### src/rtl/word_deserializer.sv
// word_deserializer: gathers N consecutive WIDTH-bit words into one parallel
// frame. The first word of a frame lands in out_data[N-1] and the last in
// out_data[0]. in_last ends a frame. A frame with any length other than N is
// flagged on out_err. The words after the N-th word of a long frame are dropped.
//
// Handshake: a word moves on a cycle where in_valid & in_ready, and a frame
// moves on a cycle where out_valid & out_ready. A source holding valid must keep
// its payload stable until that cycle. in_ready and out_valid depend on the FSM
// state only, so they never depend combinationally on in_valid or out_ready.
module word_deserializer #(
    parameter int WIDTH = 32,
    parameter int N     = 4
) (
    input  logic                      clk,
    input  logic                      reset,
    input  logic                      in_valid,
    output logic                      in_ready,
    input  logic [WIDTH-1:0]          in_data,
    input  logic                      in_last,
    output logic                      out_valid,
    input  logic                      out_ready,
    output logic [N-1:0][WIDTH-1:0]   out_data,
    output logic                      out_err
);

    localparam int CW = $clog2(N);
    localparam logic [CW-1:0] LAST_IDX = CW'(N - 1);

    typedef enum logic [1:0] {
        COLLECT = 2'd0,
        FULL    = 2'd1,
        DROP    = 2'd2
    } state_t;

    state_t        state;
    state_t        state_next;
    logic [CW-1:0] count;
    logic          drop_pending;
    logic          in_accept;
    logic          out_accept;
    logic          at_last_slot;

    assign in_accept    = in_valid & in_ready;
    assign out_accept   = out_valid & out_ready;
    assign at_last_slot = (count == LAST_IDX);

    // State register.
    always_ff @(posedge clk) begin
        if (reset) begin
            state <= COLLECT;
        end else begin
            state <= state_next;
        end
    end

    // Next-state logic. A frame ends on in_last or when the N-th word arrives.
    always_comb begin
        state_next = state;
        case (state)
            COLLECT: begin
                if (in_accept && (in_last || at_last_slot)) begin
                    state_next = FULL;
                end
            end
            FULL: begin
                if (out_accept) begin
                    state_next = drop_pending ? DROP : COLLECT;
                end
            end
            DROP: begin
                if (in_accept && in_last) begin
                    state_next = COLLECT;
                end
            end
            default: state_next = COLLECT;
        endcase
    end

    // Handshake outputs are decoded from the state only.
    always_comb begin
        in_ready  = 1'b0;
        out_valid = 1'b0;
        case (state)
            COLLECT: in_ready  = 1'b1;
            FULL:    out_valid = 1'b1;
            DROP:    in_ready  = 1'b1;
            default: begin
                in_ready  = 1'b0;
                out_valid = 1'b0;
            end
        endcase
    end

    // Datapath: slot fill, word count, error flag and long-frame drop marker.
    always_ff @(posedge clk) begin
        if (reset) begin
            count        <= '0;
            out_data     <= '0;
            out_err      <= 1'b0;
            drop_pending <= 1'b0;
        end else begin
            case (state)
                COLLECT: begin
                    if (in_accept) begin
                        out_data[LAST_IDX - count] <= in_data;
                        if (at_last_slot) begin
                            // N words are in. Without in_last the frame is too long.
                            out_err      <= ~in_last;
                            drop_pending <= ~in_last;
                        end else if (in_last) begin
                            // Short frame. The unfilled slots keep their cleared zeros.
                            out_err <= 1'b1;
                        end else begin
                            count <= count + 1'b1;
                        end
                    end
                end
                FULL: begin
                    if (out_accept) begin
                        count    <= '0;
                        out_data <= '0;
                        out_err  <= 1'b0;
                    end
                end
                DROP: begin
                    if (in_accept && in_last) begin
                        drop_pending <= 1'b0;
                    end
                end
                default: begin
                    count <= '0;
                end
            endcase
        end
    end

endmodule

### config.mk
export PLATFORM = sky130hd
export DESIGN_NAME = word_deserializer
export DESIGN_NICKNAME = d
export VERILOG_FILES = /design/src/rtl/word_deserializer.sv
export SDC_FILE = /design/constraint.sdc
export NUM_CORES = 1
export LEC_CHECK = 0
export BUFFER_PORTS_ARGS = -buffer_cell sky130_fd_sc_hd__buf_2
export CAP_MARGIN = 20
export CELL_PAD_IN_SITES_DETAIL_PLACEMENT = 1
export CELL_PAD_IN_SITES_GLOBAL_PLACEMENT = 2
export CORE_UTILIZATION = 28
export DETAILED_ROUTE_END_ITERATION = 16
export PLACE_DENSITY_LB_ADDON = 0.1
export SYNTH_ARGS = -nofsm -noshare
export SYNTH_HDL_FRONTEND = slang
export SYNTH_SLANG_ARGS = --single-unit
### constraint.sdc
create_clock -name clk -period 1.3 [get_ports clk]
set_input_delay 0.065 -clock clk [delete_from_list [all_inputs] [get_ports clk]]
set_output_delay 0.065 -clock clk [all_outputs]
set_load 0.03 [all_outputs]
==> run metrics <==
antenna-violating nets left=0; f_max=0.6664 GHz; Synth top area share=43.96%; drt pass-1 iters=5; Slew Limit Headroom=74.57%; # diodes=0; IO buf count=167; CTS tree=yes; most frequent cells after synthesis=134 x dfxtp_1, 131 x a21oi_1, 129 x o2111ai_1, 128 x nand3_1, 45 x buf_2; share of cells above drive strength 1=51.12%; MaxCap Viol Count=0; register area share after synthesis=43.96%; Most Crowded Layer GR=met2; root buffer cell=clkbuf_16; status=finished, violations left; Post-Syn Area per Cell=8.987 um2; Worst setup EP type=flip-flop; largest net degree at the start of global routing=76; Synth area leaders=dfxtp_1 44%, o2111ai_1 19%, a21oi_1 11%; initial DRC count=396; drt via density=5.757; Tightest Hold Check Type=primary input to flip-flop; critical path fanouts, max=4; routed len/inst=23.07 um; RSZ-0062 raised after global routing=true; fin crit share=115.4%; Fin Hold WS=0.01009 ns; worst path required time=1.60 ns; most frequent cell after synthesis=dfxtp_1; met1 Track Usage GR=31.37%; RePlAce Congestion=0.7573; grt total ovfl=0; min cycle time layout=1.501 ns; Max H-tree Level=4; row count=53; dpl hpwl=16090 um; fin util=47.36%; P per Cell Area=1127 mW/mm2; violated checks=negative setup slack; number of enable flip-flop cells after synthesis=0; Die Wd=149.6 um; Core Region=0.02122 mm2; crit start category=flip-flop; flop and latch count out of synthesis=134; Clock Skew=0.006017 ns; met3 usage=3.445%; Mapped Nets=720; yosys warns=0; initial antenna violation count=0; worst skew pair latency=0.43 ns; Die H=149.6 um; fillcell total=2346; area leader, netlist=dfxtp_1; Clk pin slew, worst setup/hold paths=0.06 ns; Final Worst Setup Slack=-0.2006 ns; M2 GR Usage=38.54%; # setup viols final=132; die area=0.02239 mm2; CTS Buf Count=17; Async SR Flop Fraction=0%; WP data arrival=1.80 ns; synthesized area=0.006102 mm2; Synth Flop Type=dfxtp_1; Final nets=921; Hold Vio Cnt, Final=0; Crit Path Class=flip-flop to flip-flop; number of global-route vias before repair=6694; number of clock sinks=134; via count=6719; drt drc=0; initial core utilization=28.76%; Total GRT Usage=23.61%; area delta synth->final=64.71%; Tot Pwr=0.01133 W; Layout Cells excl Fill=1167; leak pwr=3.559 nW; first-pass GRT wire length=40050 um; CTS Buffer Depth=2; Cells after Synth=679; Slew Viols, Final=0; Synth cell types=32; Routed WL=26920 um; io pins=168; Placed Cells=1067; Worst VDD drop=0.7770 mV; Slew @ Worst Pin=0.3814 ns; pre-CTS setup slack=-0.2259 ns
==> path summary, 6_finish.rpt <==
path / slack, ns / depth (start not counted) / startpoint / endpoint
worst max-delay path: -0.20 / 6 / count[1] / count[0]
worst max register to register: -0.20 / 6 / count[1] / count[0]
worst min-delay path: 0.01 / 3 / in_data[22] / out_data[86]
worst min register to register: 0.45 / 2 / out_data[110] / out_data[110]
==> routing by layer <==
layer  vias up  share of wire (%)  wire (um)
met5         -                  0          0
met4         0                1.8        486
met3        29                3.5        949
met2       161                 49      13220
met1      3456                 46      12270
li1       3073                  -          -
==> cell type report <==
type                    count  area, um2  area share [%]
inverters                   7      38.79          0.3859
clock buffers              20      466.7           4.643
well taps                 275      344.1           3.423
multi-input cells         428       3779           37.59
clock inverters            11      171.4           1.705
repair buffers            292       2554           25.41
flip-flops and latches    134       2698           26.84
==> cells by family after synthesis <==
| group | after synthesis | synth area share [%] |
|---|---|---|
| AOI/OAI and AO/OA | 269 | 30.53 |
| and+or+nand+nor | 153 | 13.80 |
| DFF | 134 | 43.96 |
| buffers and inverters | 117 | 10.58 |
| adders and majority gates | 4 | 0.8202 |
| xor gates and xnor gates | 1 | 0.1436 |
| muxes | 1 | 0.1640 |
==> power by group <==
part / internal, W / switching [W]
registers: 0.00419 / 0.0000783
clock network: 0.00336 / 0.00194
logic: 0.000676 / 0.00108
total: 0.00822 / 0.00310
==> timing repair <==
action,in CTS,in global routing
pin swaps,31,46
hold buffers,32,1
setup buffers,14,9
gates resized for setup,108,79
endpoints found under the hold margin,112,2
setup endpoints to repair,133,133
cloned,10,5
==> layout by cell type (no fill, tap or decap), drive strengths merged <==
cell / instances
bufinv: 4
clkinvlp: 3
o32a: 1
a21oi: 131
nand4bb: 4
nand3: 128
o41ai: 2
nand3b: 1
clkbuf: 25
or3: 1
o2111ai: 130
inv: 9
a31oi: 1
nand2: 4
clkinv: 2
or2: 1
o21ai: 3
nand4b: 1
mux2i: 1
xnor2: 1
dlygate4sd3: 33
nor4: 1
nor2b: 2
nor3b: 1
bufbuf: 1
nor4b: 1
nor2: 1
ha: 4
dfxtp: 134
nand2b: 3
o22ai: 1
buf: 253
and4bb: 4
==> flip-flops by register name, summed over array words and instances (netlist names) <==
register and cells:
out_err 1, drop_pending 1, state 2, out_data 128, count 2
==> stage by stage <==
stage / setup TNS, ns / cell area [um2]
2_1_floorplan: -9.309 / 6411
3_3_place_gp: -14.68 / 7612
3_5_place_dp: -20.14 / 7612
4_1_cts: -15.36 / 9485
5_1_grt: -24.83 / 10050
6_report: -17.32 / 10050
==> critical path, stage by stage, from the launching register on <==
cell	delay (ns)
dfxtp_4	0.38
ha_4	0.18
buf_4	0.14
buf_4	0.13
nor4b_4	0.25
mux2i_1	0.21
o41ai_1	0.09
Note: power is estimated with default switching activity, not from simulation.
